$ cat src/rtl/shift_scheduler.sv
// shift_scheduler: round-robin two-port front end for a single right-only barrel shifter.
// SLL is done by bit-reversal around the shifter; ROR takes two passes through it.
module shift_scheduler (
    input  logic        clk,
    input  logic        rst_n,
    input  logic        flush,
    input  logic        req_valid_0,
    input  logic        req_valid_1,
    output logic        req_ready_0,
    output logic        req_ready_1,
    input  logic [31:0] req_data_0,
    input  logic [31:0] req_data_1,
    input  logic [4:0]  req_shamt_0,
    input  logic [4:0]  req_shamt_1,
    input  logic [1:0]  req_op_0,
    input  logic [1:0]  req_op_1,
    output logic        resp_valid_0,
    output logic        resp_valid_1,
    input  logic        resp_ready_0,
    input  logic        resp_ready_1,
    output logic [31:0] resp_data
);
    typedef enum logic [1:0] {IDLE, ROT2, DONE} state_t;
    localparam logic [1:0] OP_SRA = 2'b01, OP_SLL = 2'b10, OP_ROR = 2'b11;

    state_t      r_state, w_next;
    logic        r_owner, r_last_grant;
    logic [4:0]  r_shamt;
    logic [31:0] r_operand, r_partial, r_resp_data;

    logic        w_resp_ready_own, w_can_accept, w_accept, w_win, w_rot2;
    logic [31:0] w_data, w_sh_src, w_sh_in, w_sh_out, w_sh_res;
    logic [4:0]  w_shamt, w_sh_amt;
    logic [1:0]  w_op;
    logic        w_sh_rev, w_sh_arith;

    function automatic logic [31:0] f_rev(input logic [31:0] x);
        return {<<{x}};
    endfunction

    // 16/8/4/2/1 stage chain, fill bit is the operand sign for arithmetic shifts
    function automatic logic [31:0] f_shr(input logic [31:0] x, input logic [4:0] a, input logic s);
        logic [31:0] y;
        y = x;
        for (int k = 4; k >= 0; k--)
            if (a[k]) y = 32'({{32{s & x[31]}}, y} >> (1 << k));
        return y;
    endfunction

    assign w_resp_ready_own = r_owner ? resp_ready_1 : resp_ready_0;
    assign w_can_accept     = (r_state == IDLE || (r_state == DONE && w_resp_ready_own)) && !flush;
    assign w_accept         = req_ready_0 | req_ready_1;
    assign w_win            = req_ready_1;
    assign w_data           = w_win ? req_data_1  : req_data_0;
    assign w_shamt          = w_win ? req_shamt_1 : req_shamt_0;
    assign w_op             = w_win ? req_op_1    : req_op_0;
    assign w_rot2           = w_op == OP_ROR && w_shamt != 5'd0;

    // second ROR pass reuses the shifter as SLL by (32 - shamt) mod 32
    assign w_sh_rev   = r_state == ROT2 || w_op == OP_SLL;
    assign w_sh_arith = r_state != ROT2 && w_op == OP_SRA;
    assign w_sh_amt   = r_state == ROT2 ? 5'd0 - r_shamt : w_shamt;
    assign w_sh_src   = r_state == ROT2 ? r_operand : w_data;
    assign w_sh_in    = w_sh_rev ? f_rev(w_sh_src) : w_sh_src;
    assign w_sh_out   = f_shr(w_sh_in, w_sh_amt, w_sh_arith);
    assign w_sh_res   = w_sh_rev ? f_rev(w_sh_out) : w_sh_out;

    always_ff @(posedge clk or negedge rst_n)
        if (!rst_n) r_state <= IDLE;
        else        r_state <= w_next;

    always_comb begin
        w_next = r_state;
        if (flush) w_next = IDLE;
        else if (r_state == ROT2) w_next = DONE;
        else if (w_accept) w_next = w_rot2 ? ROT2 : DONE;
        else if (r_state == DONE ? w_resp_ready_own : r_state != IDLE) w_next = IDLE;
    end

    always_comb begin
        req_ready_0  = w_can_accept && req_valid_0 && (!req_valid_1 || r_last_grant);
        req_ready_1  = w_can_accept && req_valid_1 && (!req_valid_0 || !r_last_grant);
        resp_valid_0 = r_state == DONE && !r_owner;
        resp_valid_1 = r_state == DONE && r_owner;
    end

    assign resp_data = r_resp_data;

    always_ff @(posedge clk or negedge rst_n)
        if (!rst_n) begin
            r_last_grant <= 1'b1;
            r_owner      <= 1'b0;
            r_shamt      <= 5'd0;
            r_operand    <= 32'd0;
            r_partial    <= 32'd0;
            r_resp_data  <= 32'd0;
        end else if (w_accept) begin
            r_last_grant <= w_win;
            r_owner      <= w_win;
            r_shamt      <= w_shamt;
            r_operand    <= w_data;
            if (w_rot2) r_partial <= w_sh_res;
            else        r_resp_data <= w_sh_res;
        end else if (r_state == ROT2 && !flush) begin
            r_resp_data <= r_partial | w_sh_res;
        end
endmodule

$ cat config.mk
export PLATFORM = sky130hd
export DESIGN_NAME = shift_scheduler
export DESIGN_NICKNAME = d
export VERILOG_FILES = /design/src/rtl/shift_scheduler.sv
export SDC_FILE = /design/constraint.sdc
export NUM_CORES = 1
export LEC_CHECK = 0
export CAP_MARGIN = 20
export CORE_UTILIZATION = 50
export DETAILED_ROUTE_END_ITERATION = 10
export PLACE_DENSITY = 0.73
export SLEW_MARGIN = 40
export SYNTH_ARGS = -nofsm -noshare
export SYNTH_HDL_FRONTEND = slang
export SYNTH_SLANG_ARGS = --single-unit
$ cat constraint.sdc
create_clock -name clk -period 12.2 [get_ports clk]
set_clock_uncertainty 0.05 [all_clocks]
set_input_delay 3.66 -clock clk [delete_from_list [all_inputs] [get_ports clk]]
set_output_delay 3.66 -clock clk [all_outputs]
set_load 0.01 [all_outputs]
## After elaboration in Yosys (flattened, before gate mapping)

Cells that the tools add are included.

| operators by class | value |
|---|---|
| bitwise gates (word level) | 3 |
| multipliers | 0 |
| add/subtract/negate cells | 1 |
| divide/modulo/power cells | 0 |
| shift operators | 0 |
| eq/ne operators | 7 |
| reduce and logical (&&, ||, !) cells | 27 |
| magnitude comparators | 0 |
| multiplexer cells | 22 |

Operator list:

| operator | count |
|---|---|
| $mux W32 | 12 |
| $or A32 B32 Y32 | 1 |
| $mux W2 | 6 |
| $logic_and A1 B1 Y1 | 11 |
| $mux W5 | 2 |
| $eq A2 B2 Y1 const B | 3 |
| $logic_not A1 Y1 | 5 |
| $reduce_bool A5 Y1 | 1 |
| $sub A1 B5 Y5 const A | 1 |
| $eq A2 B1 Y1 const B | 2 |
| $logic_or A1 B1 Y1 | 4 |
| $reduce_and A2 Y1 | 2 |
| $reduce_bool A2 Y1 | 2 |
| $reduce_bool A4 Y1 | 1 |
| $logic_not A2 Y1 | 1 |
| $mux W1 | 2 |
| $ne A2 B1 Y1 const B | 1 |
| $ne A2 B2 Y1 const B | 1 |
| $and A1 B1 Y1 | 1 |
| $or A1 B1 Y1 | 1 |

| word-level totals | value |
|---|---|
| bits in writable memories | 0 |
| memory bits (read-only) | 0 |
| logic and storage cells | 67 |
| latch bits | 0 |
| memories kept | 0 |
| register bits | 105 |
| output and inout port bits | 36 |
| input bits | 85 |

## Longest topological paths before layout

Gate-level depths: netlist of the first run.

| logic depth | value |
|---|---|
| depth in word-level cells | 20 |
| gate-level depth with buffers | 15 |

## Least setup slack after synthesis of the first run

OpenSTA, ideal clock, no wires.

| timing path | value |
|---|---|
| path type | input -> output |
| start point | input req_valid_1 |
| end point | output req_ready_1 |
| required time | 8,490 ps |
| cell stages on the path | 8 |
| slack | 3,175 ps |
| arrival | 5,315 ps |
| buffers on the path | 5 |
| cells stage by stage | a21boi_1 -> o211ai_4 -> buf_8 -> inv_4 -> buf_4 -> buf_2 -> clkbuf_1 -> clkbuf_1 |

| on the way | value |
|---|---|
| cells in the longest elaborated chain, start to end | 2 |

RTL lines:

| item | RTL line | text |
|---|---|---|
| start, declared | 8 | `input logic req_valid_1,` |
| $logic_and A1 B1 Y1 (2 in a row) | 82 | `req_ready_1 = w_can_accept && req_valid_1 && (!req_valid_0 \|\| !r_last_grant);` |
| end, declared | 10 | `output logic req_ready_1,` |

Every way passes these cells.

## Final worst setup path of the first run

| timing path | value |
|---|---|
| start point | input resp_ready_1 |
| end point | output req_ready_0 |

| on the way | value |
|---|---|
| cells in the longest elaborated chain, start to end | 6 |

RTL lines:

| item | RTL line | text |
|---|---|---|
| start, declared | 20 | `input logic resp_ready_1,` |
| $mux W1 | 50 | `assign w_resp_ready_own = r_owner ? resp_ready_1 : resp_ready_0;` |
| $logic_and A1 B1 Y1 | 51 | `assign w_can_accept = (r_state == IDLE \|\| (r_state == DONE && w_resp_ready_own)) && !flush;` |
| $logic_or A1 B1 Y1 | 51 |  |
| $logic_and A1 B1 Y1 | 51 |  |
| $logic_and A1 B1 Y1 (2 in a row) | 81 | `req_ready_0 = w_can_accept && req_valid_0 && (!req_valid_1 \|\| r_last_grant);` |
| end, declared | 9 | `output logic req_ready_0,` |

Every way passes these cells.

==> results of run 1 <==
-- routing by layer --
metal | vias to the layer above | GRT usage | wire [um]
li1 | 4592 | - | -
met1 | 4945 | 0.5132 | 14840
met2 | 604 | 0.5498 | 15360
met3 | 84 | 0.05801 | 3348
met4 | 0 | 0.1327 | 1153
met5 | - | 0 | 0
-- report_power, final --
group          leakage, nW  switching [W]  internal (W)
combinational         2.99       0.000615      0.000419
clock                0.149       0.000159      0.000147
sequential            1.26      0.0000968      0.000495
total                 4.39       0.000871       0.00106
-- cell families (layout without fill, tap and decap cells) --
group	after synthesis	after routing	share of synthesized area
AOI/OAI and AO/OA	430	430	0.3295
adders and majority gates	1	1	0.001339
and+or+nand+nor	417	417	0.1975
xor gates and xnor gates	2	2	0.002680
muxes	110	110	0.1247
buffers and inverters	125	173	0.06283
DFF	105	105	0.2814
-- per-stage QoR --
step / worst slack [ns] / std cells
6_report: 2.328 / 1467
5_1_grt: 2.215 / 1467
4_1_cts: 2.383 / 1467
3_5_place_dp: 2.406 / 1451
3_3_place_gp: 2.405 / 1451
2_1_floorplan: 3.175 / 1190
-- path summary, 6_finish.rpt --
kind                            endpoint  slack (ns)
setup / recovery             req_ready_0        2.33
hold / removal              r_last_grant        0.43
setup reg to reg           resp_data[22]        6.60
hold reg to reg             r_last_grant        0.43
max in group asynchronous  r_partial[10]        7.64
min in group asynchronous   r_operand[8]        3.27
-- synthesized netlist by cell type, drive strengths merged (11+ instances only) --
cell and number:
a211oi 43, a21oi 71, a31oi 39, buf 62
clkbuf 50, dfrtp 104, inv 13, mux2 19
mux2i 90, nand2 180, nand2b 11, nand3 35
nand4 11, nor2 106, nor3 22, o2111ai 13
o211ai 41, o21ai 75, o31ai 20
-- sequential cells by signal (all words and copies together), names as in the netlist --
register,cells
r_owner,1
r_operand,32
r_partial,32
resp_data,32
r_last_grant,1
r_shamt,5
r_state,2
-- cell type report --
cell class / count / area [um2]
fillers: 1688 / 7300
multi-input cells: 960 / 6193
flip-flops and latches: 105 / 2629
repair buffers: 144 / 1379
well taps: 229 / 286.5
clock buffers: 9 / 225.2
clock inverters: 7 / 83.83
inverters: 13 / 51.30
-- critical path, cell delays in order --
cell and delay [ns]:
clkdlybuf4s50_1 0.45, mux2i_2 0.61, nand2_1 0.23, nand3_2 0.12, buf_4 0.47, nor2_1 0.11, clkdlybuf4s50_1 0.50
==> impl_metrics.csv, run 1 <==
group,metric,value,unit
run_status,status,"complete, but fails checks",
run_status,violations,"DRC",
finish,fin_area,10850,um2
logic_synthesis,synth_fp_nets,1276,
sta,period_share,0.8092,
detailed_routing,drc,10,
setup_path,cp-end-kind,"primary output",
setup_path,startpoint,"resp_ready_1",
hold_path,worstHoldStart,"r_last_grant",
logic_synthesis,async_flop_share,1.000,
power_and_ir_drop,p_total,0.001931,W
sta,final-setup-viol-count,0,
sta,whs,0.4308,ns
grt,grt-ovfl-total,0,
sta,tns,0,ns
clock_tree,postCtsSetupBuffers,0,
clock_tree,cts_resized,0,
grt,antenna_found_initial,0,
logic_synthesis,netlist_instances,1190,
setup_path,worstPathRequired,8.49,ns
finish,mostFrequentLayoutCell,"nand2_1",
finish,final_cell_mix,"180 x nand2_1, 119 x clkdlybuf4s50_1, 104 x dfrtp_1",
sta,rsz0062_at_grt,"false",
placement,place_hpwl,24610,um
logic_synthesis,synth_top_area_frac,0.2786,
finish,area_growth_syn_to_layout,16.14,%
floorplan,die_area,19230,um2
sta,final-hold-violation-count,0,
detailed_routing,wirelength,34700,um
setup_path,cp_max_fo,37,
detailed_routing,vias_per_cell,6.970,
floorplan,ios,121,
setup_path,cp.arrival,6.16,ns
grt,grt_usage,0.3600,
sta,period_minus_slack,9.872,ns
logic_synthesis,synth_ff_type,"dfrtp_1",
logic_synthesis,netlist.top_cell.by_area,"dfrtp_1",
sta,drv_slew,0,
flow_run,cap_viol_max_count,0,
sta,max_freq,0.1013,GHz
logic_synthesis,ys_seq_area_frac,0.2814,
hold_path,min_path_cells,2,
detailed_routing,drt-initial-drc-count,1507,
logic_synthesis,ys_seq_elements,105,
finish,fin_util,0.5978,
grt,grt_first_pass_wirelength,54020,um
setup_path,crit_type,"in2out",
power_and_ir_drop,p_per_area,178.0,nW/um2
grt,grt_pass1_vias,9385,
floorplan,row_count,49,
hold_path,hold_class,"reg2reg",
logic_synthesis,syn_area,9340,um2
placement,io_buffers,120,
finish,layout-drive-gt1-share,0.07997,
floorplan,initial_core_util,0.5147,
sta,slew_headroom,0.3644,
clock_tree,cts.path.max_buffers,2,
clock_tree,clk_pin_slew_worst_paths,0.08,ns
detailed_routing,routedWlPerCell,23.65,um
logic_synthesis,synth_edf_count,0,
setup_path,rr_startpoint,"r_state[1]",
setup_path,crit_path_start_kind,"input port",
logic_synthesis,synth.avg_cell_area,7.849,um2
floorplan,die_x,138.7,um
logic_synthesis,synth_area_leaders,"dfrtp_1 28%, mux2i_1 9.4%, nand2_1 7.2%",
power_and_ir_drop,p_leak,4.395,nW
detailed_routing,via_count,10230,
power_and_ir_drop,peakVddDrop,96.24,uV
sta,worst_pin_slew,0.9477,ns
floorplan,die_h,138.7,um
grt,grt_max_degree,83,
detailed_routing,ant_nets,0,
clock_tree,tritoncts,"built",
finish,num_antenna_cells,0,
clock_tree,ctsHoldBuffers,0,
finish,fin_nets,1319,
placement,place_congestion,1.029,
logic_synthesis,yosysWarnings,0,
clock_tree,clock_sinks,105,
clock_tree,clockRootBuffer,"clkbuf_16",
logic_synthesis,ys_types,96,
floorplan,fp.coreArea,18150,um2
placement,postPlaceCellArea,10520,um2
clock_tree,clk_latency,0.37,ns
detailed_routing,drt_pass1_iterations,9,
clock_tree,htreeDepth,3,
clock_tree,cts-buffers-inserted,9,
setup_path,reg2regPathDepth,12,
(Power assumes the default switching activity.)
==> inputs of run 2 (changes only) <==
==> constraint.sdc (replaced) <==
create_clock -name clk -period 10 [get_ports clk]
set_clock_uncertainty 0.05 [all_clocks]
set_input_delay 3 -clock clk [delete_from_list [all_inputs] [get_ports clk]]
set_output_delay 3 -clock clk [all_outputs]
set_load 0.01 [all_outputs]
==> run 2 against run 1 <==
Compared with the run above:
- the flow still finishes with violations (DRC)
- global-route usage rose by 1.3 points
- combinational power up 23%
- sequential cell count is the same
- count of clock-buffer cells in the layout unchanged
- critical path depth shrank 1
- critical path type unchanged
==> impl_metrics.csv, run 2 (synthesis results as in run 1) <==
group,metric,value,unit
finish,num_antenna_cells,0,
sta,tns,0,ns
detailed_routing,routedWlPerCell,24.48,um
sta,rsz0062_at_grt,"false",
sta,max_freq,0.1239,GHz
flow_run,cap_viol_max_count,0,
placement,postPlaceCellArea,10550,um2
clock_tree,cts.path.max_buffers,2,
clock_tree,clock_sinks,105,
placement,io_buffers,120,
clock_tree,clk_latency,0.38,ns
setup_path,crit_path_start_kind,"input port",
floorplan,fp.coreArea,18150,um2
grt,antenna_found_initial,0,
power_and_ir_drop,p_leak,4.413,nW
detailed_routing,ant_nets,0,
detailed_routing,drc,12,
power_and_ir_drop,p_sw,0.001087,W
detailed_routing,wirelength,35980,um
setup_path,critPathSlowestCell,"mux2i_2",
floorplan,die_area,19230,um2
setup_path,cp.arrival,5.02,ns
finish,layout-drive-gt1-share,0.08541,
sta,worst_pin_slew,0.8700,ns
clock_tree,ctsHoldBuffers,0,
detailed_routing,via_count,10320,
finish,seq_area,2629,um2
clock_tree,cts-buffers-inserted,9,
setup_path,critPathBufInv,2,
sta,period_minus_slack,8.070,ns
sta,final-hold-violation-count,0,
finish,mostFrequentLayoutCell,"nand2_1",
clock_tree,clockRootBuffer,"clkbuf_16",
setup_path,critical-path-top-delay-family,"buffers and inverters",
grt,grt_usage,0.3734,
power_and_ir_drop,sw_frac_of_total,0.4556,
grt,grt_max_degree,83,
clock_tree,clk_pin_slew_worst_paths,0.09,ns
finish,multi_input_area,6211,um2
detailed_routing,drt-initial-drc-count,1461,
sta,period_share,0.8070,
sta,drv_slew,0,
finish,fin_area,10900,um2
finish,fin_nets,1322,
finish,area_growth_syn_to_layout,16.68,%
finish,fillerInstances,1689,
setup_path,cp-end-kind,"primary output",
run_status,status,"complete, but fails checks",
setup_path,worstPathRequired,6.95,ns
setup_path,cp_max_fo,8,
placement,place_congestion,0.9996,
placement,place_hpwl,25630,um
hold_path,hold_class,"reg2reg",
sta,slew_headroom,0.4179,
setup_path,crit_type,"in2out",
grt,grt-ovfl-total,0,
setup_path,cpMostUsedCell,"clkdlybuf4s50_1",
clock_tree,postCtsSetupBuffers,0,
clock_tree,tritoncts,"built",
finish,final_cell_mix,"179 x nand2_1, 119 x clkdlybuf4s50_1, 104 x dfrtp_1",
setup_path,slowest_delay,0.64,ns
power_and_ir_drop,pwr-share-seq,0.303,
power_and_ir_drop,internal_power,0.001299,W
sta,final-setup-viol-count,0,
floorplan,ios,121,
floorplan,initial_core_util,0.5147,
power_and_ir_drop,pwr-share-comb,0.534,
clock_tree,htreeDepth,3,
clock_tree,cts_resized,0,
setup_path,path_cells,"clkdlybuf4s50_1 -> mux2i_2 -> nand2_1 -> nand3_2 -> nor2_1 -> clkdlybuf4s50_1",
power_and_ir_drop,p_clk_frac,0.162,
detailed_routing,drt_pass1_iterations,9,
power_and_ir_drop,p_per_area,218.9,nW/um2
floorplan,row_count,49,
grt,grt_pass1_vias,9541,
detailed_routing,vias_per_cell,7.020,
power_and_ir_drop,peakVddDrop,141.9,uV
floorplan,die_x,138.7,um
grt,grt_first_pass_wirelength,55950,um
floorplan,die_h,138.7,um
run_status,violations,"DRC",
run 2: power groups by stage:
| stage | Sequential (W) | Clock, W | Combinational, W |
|---|---|---|---|
| 3_5_place_dp | 0.000725 | 0 | 0.00124 |
| 6_report | 0.000724 | 0.000387 | 0.00127 |
| 3_3_place_gp | 0.000721 | 0 | 0.00122 |
| 2_1_floorplan | 0.000726 | 0 | 0.000775 |
| 4_1_cts | 0.000719 | 0.000391 | 0.00124 |
| 5_1_grt | 0.000741 | 0.000405 | 0.00136 |
run 2: metal layers:
metal / vias up / GRT usage / share of wire
met4: 0 / 0.1316 / 0.031
met3: 92 / 0.06733 / 0.10
li1: 4600 / - / -
met1: 4986 / 0.5348 / 0.43
met5: - / 0 / 0
met2: 641 / 0.5637 / 0.44
run 2: tightest hold or removal path, stage by stage (launching register included):
cell and delay, ns:
dfrtp_1 0.35, nand2_1 0.05, nand2_1 0.05
run 2: per-stage QoR:
step / setup slack (ns) / util / cells / hold WS [ns] / power (W)
finish: 1.930 / 0.6005 / 1470 / 0.4287 / 0.002386
global placement: 1.738 / 0.5809 / 1454 / 0.4048 / 0.001945
CTS: 1.651 / 0.5988 / 1470 / 0.4276 / 0.002353
floorplan: 2.295 / - / 1190 / 0.3887 / 0.001500
detailed placement: 1.643 / 0.5812 / 1454 / 0.4120 / 0.001963
global route: 1.824 / 0.6005 / 1470 / 0.4530 / 0.002511
run 2: layout make-up:
class,count,share of cell area
Multi-Input combinational cell,960,0.5699
Inverter,13,0.004707
Clock buffer,9,0.02067
Sequential cell,105,0.2412
Clock inverter,7,0.008611
Tap cell,229,0.02629
Timing Repair Buffer,147,0.1286
run 2: path summary, 6_finish.rpt:
kind	from	endpoint	slack (ns)	depth (start not counted)
setup / recovery	resp_ready_1	req_ready_0	1.93	6
hold / removal	r_partial[19]	r_partial[19]	0.43	2
setup reg to reg	r_state[1]	resp_data[28]	4.66	12
hold reg to reg	r_partial[19]	r_partial[19]	0.43	2
max in group asynchronous	rst_n	resp_data[4]	6.09	2
min in group asynchronous	rst_n	r_operand[27]	2.59	1
==> patch, RTL diff (flow settings as in run 2) <==
Encoding of `state_t`: now one-hot (3 bits for 3 states).
--- a/src/rtl/shift_scheduler.sv
+++ b/src/rtl/shift_scheduler.sv
@@ -20,7 +20,7 @@
     input  logic        resp_ready_1,
     output logic [31:0] resp_data
 );
-    typedef enum logic [1:0] {IDLE, ROT2, DONE} state_t;
+    typedef enum logic [2:0] {IDLE = 3'b001, ROT2 = 3'b010, DONE = 3'b100} state_t;
     localparam logic [1:0] OP_SRA = 2'b01, OP_SLL = 2'b10, OP_ROR = 2'b11;
 
     state_t      r_state, w_next;
Behaviour: no difference found for any inputs over 4 cycles, from zero or initial values and one cycle with rst_n low; so few cycles prove little.
==> patch against run 2 <==
  * Total power decreased by 18%
  * Cell area fell by 7.0%
  * Wire length decreased by 24%
  * Synthesized cell count down 14%
  * Worst hold slack got worse by 0.0085 ns
  * Worst setup slack got worse by 0.67 ns
  * Area after synthesis fell by 8.5%
  * Sequential share of layout area increased by 2.1 points
  * Critical path depth did not move
  * Non-clock buffer count is 2 higher
  * Die area decreased by 8.4%
  * Sequential cell count rose by 1
==> patch: results (changes against run 2) <==
| Metric | Value |
|---|---|
| Layout cell share with drive strength beyond 1 | `0.09258 (+0.007161)` |
| Drt pass-1 iters | `6 (-3)` |
| Largest cells by area after synthesis | `dfrtp_1, mux2i_1, nand2_1, o21ai_0, a21oi_1` |
| Library cells used by synthesis | `85 (-11%)` |
| Total number of nets in the final design | `1172 (-11%)` |
| Wire length of the first global-routing pass | `44.33 mm (-21%)` |
| Setup slack of the most critical reg-to-reg path | `4.75 ns (+0.09 ns)` |
| Slowest Stage Delay on Critical Path | `0.84 ns (+0.20 ns)` |
| Min-delay src | `r_last_grant` |
| Hold WS | `0.4202 ns (-0.008455 ns)` |
| Run status | `finished, final reports clean` |
| Maximum number of pins on one net before global-route repair | `71 (-14%)` |
| Max VDD drop | `0.1298 mV (-8.5%)` |
| Global router's overall resource usage | `0.3180 (-0.05544)` |
| Worst flop-to-flop path endpoint | `resp_data[20]` |
| Routability congestion estimate from global placement | `1.019 (+1.9%)` |
| Commonest cells in the netlist | `nand2_1, dfrtp_1, nor2_1` |
| Clock network latency to the later pin of the worst-skew pair | `0.37 ns` |
| Headroom to the max-slew limit | `0.4355 (+0.01764)` |
| Reported leakage power | `4.137 nW (-6.2%)` |
| Via total after detailed routing | `8664 (-16%)` |
| Critical Path Slowest Stage Cell | `o41ai_4` |
| Arrival @ worst endpoint | `5.69 ns (+0.67 ns)` |
| Pre-CTS setup slack | `1.309 ns (-0.3341 ns)` |
| Detailed placement HPWL | `20.23 mm (-21%)` |
| Beginning of the worst register-to-register path | `r_state[0]` |
| Fill cell count | `1511 (-11%)` |
| First DRT Iteration DRCs | `811 (-44%)` |
| Most frequent cell after synthesis | `nand2_1` |
| Max Fanout on Critical Path | `28 (+20)` |
| Worst min-delay path endpoint | `r_last_grant` |
| Total wirelength of the detailed-routed design | `27.49 mm (-24%)` |
| Vias in the first global route | `8171 (-14%)` |
patch: cell types whose count changed after synthesis, sizes merged, moves of 16 or more:
cell    delta
a211oi    -30
o21ai     +19
a31oi     -28
a221o     +17
o31ai     -16
buf       -17
a32oi     +19
nand2     -69
nand3     -23
patch: layout make-up:
type                            instances  area (sq um)  share of cell area
Clock buffer                            9         225.2             0.02223
Clock inverter                          7         70.07            0.006916
Inverter                               19         71.32            0.007040
Multi-Input combinational cell        801          5414              0.5344
Sequential cell                       106          2655              0.2621
Tap cell                              220         275.3             0.02717
Timing Repair Buffer                  149          1420              0.1402
patch: layer usage:
| metal | vias to the layer above | track usage | wire length [microns] |
|---|---|---|---|
| met1 | 4193 | 0.4356 | 12000 |
| met3 | 47 | 0.06207 | 1998 |
| met4 | 0 | 0.1009 | 672 |
| li1 | 4056 | - | - |
| met5 | - | 0 | 0 |
| met2 | 368 | 0.5053 | 12820 |
patch: report_power, final:
part | internal (mW) | switching (mW) | leakage (nW)
registers | 0.591 | 0.0956 | 1.27
logic | 0.401 | 0.507 | 2.72
clock network | 0.176 | 0.187 | 0.147
patch: logic make-up after synthesis:
family / synth area share
AND/OR/NAND/NOR: 0.1469
multiplexers: 0.1312
flip-flops: 0.3108
AO/OA/AOI/OAI: 0.3430
XOR/XNOR: 0.003076
adder cells (fa/ha/maj): 0.001464
buffers and inverters: 0.06356
patch: worst max path at each step:
stage / slack (ns) / start / endpoint / cells after the start
after floorplan: 2.21 / flush / req_ready_1 / 7
after global placement: 1.42 / resp_ready_1 / req_ready_0 / 7
after detailed placement: 1.31 / resp_ready_1 / req_ready_0 / 7
after CTS: 1.30 / resp_ready_1 / req_ready_0 / 7
after global routing: 1.16 / resp_ready_1 / req_ready_0 / 7
final: 1.26 / flush / req_ready_0 / 6
patch: critical path, delay by kind of cell:
family / cells / cell delay (ns)
AOI/OAI and AO/OA: 1 / 0.84
buffers and inverters: 3 / 1.58
and+or+nand+nor: 2 / 0.27
patch: stage by stage:
stage | instances | instance area, sq um
5_1_grt | 1311 | 10130
6_report | 1311 | 10130
4_1_cts | 1311 | 10110
3_3_place_gp | 1295 | 9817
3_5_place_dp | 1295 | 9817
2_1_floorplan | 1018 | 8543
